## config.mk

```make
export PLATFORM = sky130hd
export DESIGN_NAME = serial_adder_flat
export DESIGN_NICKNAME = d
export VERILOG_FILES = /design/src/rtl/serial_adder_pkg.sv /design/src/rtl/serial_adder_if.sv /design/src/rtl/serial_adder_full_adder.sv /design/src/rtl/serial_adder.sv /design/src/flat_wrapper.sv
export SDC_FILE = /design/constraint.sdc
export NUM_CORES = 1
export LEC_CHECK = 0
export CAP_MARGIN = 20
export CORE_MARGIN = 2
export CORE_UTILIZATION = 43
export CTS_CLUSTER_SIZE = 16
export DETAILED_ROUTE_END_ITERATION = 10
export GPL_TIMING_DRIVEN = 0
export PLACE_DENSITY = 0.72
export SLEW_MARGIN = 5
export SYNTH_ARGS = -nofsm -noshare
export SYNTH_HDL_FRONTEND = slang
export SYNTH_SLANG_ARGS = --single-unit
```

## constraint.sdc

```tcl
create_clock -name CLK -period 1.4 [get_ports CLK]
set_input_delay 0.21 -clock CLK [delete_from_list [all_inputs] [get_ports CLK]]
set_output_delay 0.21 -clock CLK [all_outputs]
set_load 0.05 [all_outputs]
```

## src/rtl/serial_adder_pkg.sv

```systemverilog
// Shared definitions for the bit-serial adder: default operand width and FSM encoding.
package serial_adder_pkg;

  localparam int WIDTH_DEFAULT = 8;

  typedef enum logic [1:0] {
    IDLE = 2'b00,
    RUN  = 2'b01,
    FIN  = 2'b10
  } state_t;

endpackage

```

## src/rtl/serial_adder_if.sv

```systemverilog
// Request/response bundle of the serial adder: start + operands in, status + result out.
interface serial_adder_if
  import serial_adder_pkg::*;
#(
  parameter int WIDTH = WIDTH_DEFAULT
) ();

  logic             START;
  logic [WIDTH-1:0] A;
  logic [WIDTH-1:0] B;
  logic             BUSY;
  logic             DONE;
  logic [WIDTH-1:0] S;
  logic             COUT;

  modport master (
    output START, A, B,
    input  BUSY, DONE, S, COUT
  );

  modport slave (
    input  START, A, B,
    output BUSY, DONE, S, COUT
  );

endinterface

```

## src/rtl/serial_adder_full_adder.sv

```systemverilog
// 1-bit full adder built from two half-adder cells; the only arithmetic cell of the serial adder.
module half_adder (
  input  logic i_a,
  input  logic i_b,
  output logic o_s,
  output logic o_c
);

  assign o_s = i_a ^ i_b;
  assign o_c = i_a & i_b;

endmodule

module full_adder (
  input  logic A,
  input  logic B,
  input  logic CI,
  output logic S,
  output logic CO
);

  logic w_s1;
  logic w_c1;
  logic w_c2;

  half_adder u_ha0 (
    .i_a (A),
    .i_b (B),
    .o_s (w_s1),
    .o_c (w_c1)
  );

  half_adder u_ha1 (
    .i_a (w_s1),
    .i_b (CI),
    .o_s (S),
    .o_c (w_c2)
  );

  assign CO = w_c1 | w_c2;

endmodule

```

## src/rtl/serial_adder.sv

```systemverilog
// Bit-serial adder: LSB-first, one bit per clock through a single full adder and a carry flop.
module serial_adder
  import serial_adder_pkg::*;
#(
  parameter int WIDTH = WIDTH_DEFAULT
) (
  input  logic          CLK,
  input  logic          RST_N,
  serial_adder_if.slave bus
);

  localparam int              CNT_W    = $clog2(WIDTH);
  localparam logic [CNT_W-1:0] CNT_LAST = CNT_W'(WIDTH - 1);

  state_t           r_state;
  state_t           w_next;
  logic             w_load;
  logic             w_step;
  logic             w_busy;
  logic             w_done;

  logic [WIDTH-1:0] r_a;
  logic [WIDTH-1:0] r_b;
  logic [WIDTH-1:0] r_sum;
  logic             r_carry;
  logic [CNT_W-1:0] r_cnt;
  logic             w_sum_bit;
  logic             w_carry;

  full_adder u_fa (
    .A  (r_a[0]),
    .B  (r_b[0]),
    .CI (r_carry),
    .S  (w_sum_bit),
    .CO (w_carry)
  );

  always_ff @(posedge CLK) begin
    if (!RST_N) begin
      r_state <= IDLE;
    end else begin
      r_state <= w_next;
    end
  end

  // FIN accepts a new START exactly like IDLE, so back-to-back additions lose no cycle.
  always_comb begin
    w_next = IDLE;
    w_load = 1'b0;
    w_step = 1'b0;
    w_busy = 1'b0;
    w_done = 1'b0;
    case (r_state)
      IDLE: begin
        if (bus.START) begin
          w_load = 1'b1;
          w_next = RUN;
        end
      end
      RUN: begin
        w_busy = 1'b1;
        w_step = 1'b1;
        w_next = (r_cnt == CNT_LAST) ? FIN : RUN;
      end
      FIN: begin
        w_done = 1'b1;
        if (bus.START) begin
          w_load = 1'b1;
          w_next = RUN;
        end
      end
      default: w_next = IDLE;
    endcase
  end

  always_ff @(posedge CLK) begin
    if (!RST_N) begin
      r_carry <= 1'b0;
      r_cnt   <= '0;
      r_sum   <= '0;
    end else if (w_load) begin
      r_carry <= 1'b0;
      r_cnt   <= '0;
    end else if (w_step) begin
      r_carry <= w_carry;
      r_sum   <= {w_sum_bit, r_sum[WIDTH-1:1]};
      if (r_cnt != CNT_LAST) begin
        r_cnt <= r_cnt + 1'b1;
      end
    end
  end

  // Operand shifters carry no reset: they are always reloaded before use.
  always_ff @(posedge CLK) begin
    if (w_load) begin
      r_a <= bus.A;
      r_b <= bus.B;
    end else if (w_step) begin
      r_a <= {1'b0, r_a[WIDTH-1:1]};
      r_b <= {1'b0, r_b[WIDTH-1:1]};
    end
  end

  assign bus.BUSY = w_busy;
  assign bus.DONE = w_done;
  assign bus.S    = r_sum;
  assign bus.COUT = r_carry;

endmodule

```

## src/flat_wrapper.sv

```systemverilog
// flat-port wrapper written by rule: the top's interface ports become plain ports
module serial_adder_flat import serial_adder_pkg::*;
#(
  parameter int WIDTH = WIDTH_DEFAULT
)
  (CLK, RST_N, bus_START, bus_A, bus_B, bus_BUSY, bus_DONE, bus_S, bus_COUT);
  serial_adder_if #(.WIDTH(WIDTH)) bus_i ();
  input  logic CLK;
  input  logic RST_N;
  input wire logic [$bits(bus_i.START)-1:0] bus_START;
  input wire logic [$bits(bus_i.A)-1:0] bus_A;
  input wire logic [$bits(bus_i.B)-1:0] bus_B;
  output wire logic [$bits(bus_i.BUSY)-1:0] bus_BUSY;
  output wire logic [$bits(bus_i.DONE)-1:0] bus_DONE;
  output wire logic [$bits(bus_i.S)-1:0] bus_S;
  output wire logic [$bits(bus_i.COUT)-1:0] bus_COUT;
  assign bus_i.START = bus_START;
  assign bus_i.A = bus_A;
  assign bus_i.B = bus_B;
  assign bus_BUSY = bus_i.BUSY;
  assign bus_DONE = bus_i.DONE;
  assign bus_S = bus_i.S;
  assign bus_COUT = bus_i.COUT;
  serial_adder #(.WIDTH(WIDTH)) u_core (.CLK(CLK), .RST_N(RST_N), .bus(bus_i));
endmodule
```

==> out/results.txt, run 1 <==
Number of max-cap violations: 0. The run gives 3710 microns as the wire length of the first global-routing pass. Yosys mapped the design onto 21 distinct sky130hd cell types. Across all hold checks on the routed design, the worst slack comes to 0.471 ns.

The full die area was 0.00339 sq mm; the maximum buffer depth of the clock tree was 2. The part of the Yosys area used for sequential elements is 0.601. The standard-cell row count is 19, and the post-route minimum period is 1.34 ns.

The run gives 2380 microns as the total wire length after detailed routing. Before antenna repair, the detailed router went through 4 iterations. At the worst endpoint, the required time is 1.19 ns. The count of input and output buffers works out to 29. The worst setup path is of the register to primary output kind.

The via count of the first global-routing pass was 864; the transition time at the pin with the least slew margin was 0.333 ns. The utilization after layout came out at 0.622. For the vias after detailed routing, the log shows 976.

Number of endpoints failing setup at the final stage: 0. STA classifies the critical path endpoint as a primary output. The area growth from synthesis to layout came out at 36.7%. Average cell area after synthesis: 9.82 sq um. STA classifies the critical path startpoint as a register. Data arrives at the worst endpoint at 1.13 ns.

CTS saw 30 sinks. Entering global routing, the biggest net connects 17 pins. 0 antenna diodes ended up in the layout.

Detailed placement ended at an HPWL of 1660 microns. Count of routing violations after the opening detailed-route iteration: 36. The post-synthesis net count is 151.

Largest driver fanout on the critical path: 4. The min-delay analysis places its worst path in the category register to register. The cell count after synthesis came out at 129. At the end of the flow, the number of nets in the layout was 193. The post-CTS clock slew at the launch and capture registers of the worst setup and hold paths is 0.09 ns, and the hold buffer count at cts is 0. The total overflow left after global routing is 0.

Dividing total power by cell area gives a power density of 1090 mW/mm^2. After detailed routing, the average wire length per cell comes to 11.7 microns. Counting flops and latches in the post-synthesis netlist gives 30.

After detailed routing, the number of vias per cell comes to 4.81. Counting the fill cells in the layout gives 262. The fraction of final layout cells with drive strength greater than 1 is 0.209, and the number of I/O pins is 30. In this run the cell area of the synthesized design comes to 0.00127 sq mm.

Based on the critical path, the design can be clocked at up to 0.744 GHz. In this run the clock root is driven by a clkbuf_4. The clock latency of the later-clocked register in the worst-skew pair came out at 0.33 ns. The logs give 0 for the DRC violation count after routing and 0.455 for the starting density of the core.

The initial antenna violation count is 0, and the overall track demand over capacity in global routing is 0.152. TritonCTS built the clock tree. Floorplan core area: 0.00278 sq mm.

The die is 58.3 microns tall. For the number of buffers added by the clock tree synthesis step, the log shows 5. The clock arrives with 0.0133 ns of skew.

The logs give 0.720 nW for the static power due to leakage and 0 for the number of failing hold endpoints at the final stage. VDD sags by at most 0.778 mV. The period utilization was 0.960; the H-tree depth was 2. The tools report the synthesis warning total as 0. The number of max-slew violations in the final report is 0. The die width came out at 58.3 microns.

The count of nets left with antenna violations once routing finished came out at 0. The congestion estimate from routability-driven global placement came to 0.746. The flow ran to the end, and the final reports show no timing, DRC or antenna violations. The tools report the max-slew headroom at the worst pin as 0.778.
[layer usage]
| layer | vias up | GRT usage | routed length (microns) |
|---|---|---|---|
| met4 | 0 | 0.0698 | 40 |
| met5 | - | 0 | 0 |
| met1 | 435 | 0.162 | 1000 |
| li1 | 503 | - | - |
| met2 | 32 | 0.255 | 1170 |
| met3 | 6 | 0.0670 | 169 |
[state kept, by name (all words and copies together) (netlist names)]
| register | flops |
|---|---|
| u_core.r_cnt | 3 |
| u_core.bus.S | 8 |
| u_core.r_b | 8 |
| u_core.r_a | 8 |
| u_core.r_state | 2 |
| u_core.bus.COUT | 1 |
[critical path, stage by stage (launching register included)]
cell,delay (ns)
dfxtp_4,0.36
nand2b_4,0.15
inv_2,0.06
buf_6,0.10
buf_8,0.13
[power breakdown]
group          total (mW)  switching [mW]  internal (mW)
combinational       0.296           0.152          0.143
sequential           1.05          0.0293           1.02
clock               0.538           0.290          0.248
total                1.88           0.472           1.41
[placed cells by master (no fill, tap or decap), types with 2 or more instances in the layout]
cell,instances
clkdlybuf4s15_2,7
o21ai_0,2
clkbuf_2,2
nand2_1,63
dfxtp_1,12
a21boi_1,8
nor2b_1,2
buf_4,10
and2_1,2
clkdlybuf4s50_1,18
buf_2,2
clkbuf_4,5
edfxtp_1,16
clkbuf_1,3
a21oi_1,3
[timing repair]
| item | CTS | global route |
|---|---|---|
| cloned | 0 | 0 |
| setup endpoints to repair | 27 | 9 |
| resized for setup | 42 | 6 |
| setup buffers | 0 | 6 |
| pin swaps | 0 | 1 |
[cell type report]
class,instances,area (sq um),area share
flip-flops and latches,30,766,0.443
multi-input cells,91,479,0.277
repair buffers,35,334,0.193
clock buffers,8,58.8,0.0340
plain buffers,7,50.0,0.0289
well taps,31,38.8,0.0224
inverters,1,3.75,0.00217
[logic make-up after synthesis]
family,count (synthesis),synth area share
AO/OA/AOI/OAI,14,0.0731
XOR/XNOR,1,0.00692
adder cells (fa/ha/maj),3,0.0356
buffers and inverters,8,0.0395
flip-flops,30,0.601
AND/OR/NAND/NOR,73,0.244
[per-stage QoR]
stage          cell area (sq um)  worst slack, ns   TNS, ns  std cells  total power [mW]
3_3_place_gp                1600           -0.366     -6.15        189              1.33
4_1_cts                     1680          0.00163         0        197              1.87
3_5_place_dp                1600           -0.373     -6.66        189              1.34
6_report                    1730           0.0564         0        203              1.88
5_1_grt                     1730         -0.00126  -0.00126        203              1.97
2_1_floorplan               1270           0.0454         0        129              1.23
[final timing paths]
check                         start               to  slack, ns  depth (start not counted)
setup / recovery  u_core.r_state[1]         bus_BUSY       0.06                          4
hold / removal      u_core.bus.S[0]  u_core.bus.S[0]       0.47                          2
setup reg to reg    u_core.r_cnt[0]  u_core.r_cnt[0]       0.10                          5
hold reg to reg     u_core.bus.S[0]  u_core.bus.S[0]       0.47                          2
[cells in the mapped netlist]
cell | instances | area share
fa_1 | 1 | 0.016
o21a_1 | 1 | 0.0059
clkbuf_1 | 1 | 0.0030
dfxtp_1 | 14 | 0.22
buf_2 | 1 | 0.0039
edfxtp_1 | 16 | 0.38
a21oi_1 | 3 | 0.012
nor2b_1 | 2 | 0.0099
buf_4 | 5 | 0.030
o21ai_0 | 2 | 0.0079
inv_2 | 1 | 0.0030
nor3b_4 | 1 | 0.015
nand2b_1 | 1 | 0.0049
and2_1 | 2 | 0.0099
xnor2_1 | 1 | 0.0069
and3_1 | 1 | 0.0049
ha_1 | 2 | 0.020
nand2b_2 | 1 | 0.0069
a21boi_1 | 8 | 0.047
nand2_1 | 64 | 0.19
nor2_1 | 1 | 0.0030
Power figures use the tool's default switching activity.
==> run 2: changes to the inputs <==
- CTS_CLUSTER_DIAMETER: default -> 50
==> results of run 2 <==
The final DEF is identical to that of run 1; final timing and power are the same.
==> run 3: changes to the inputs <==
- SLEW_MARGIN: 5 -> 15
==> results of run 3 <==
The final DEF is identical to that of run 1; final timing and power are the same.
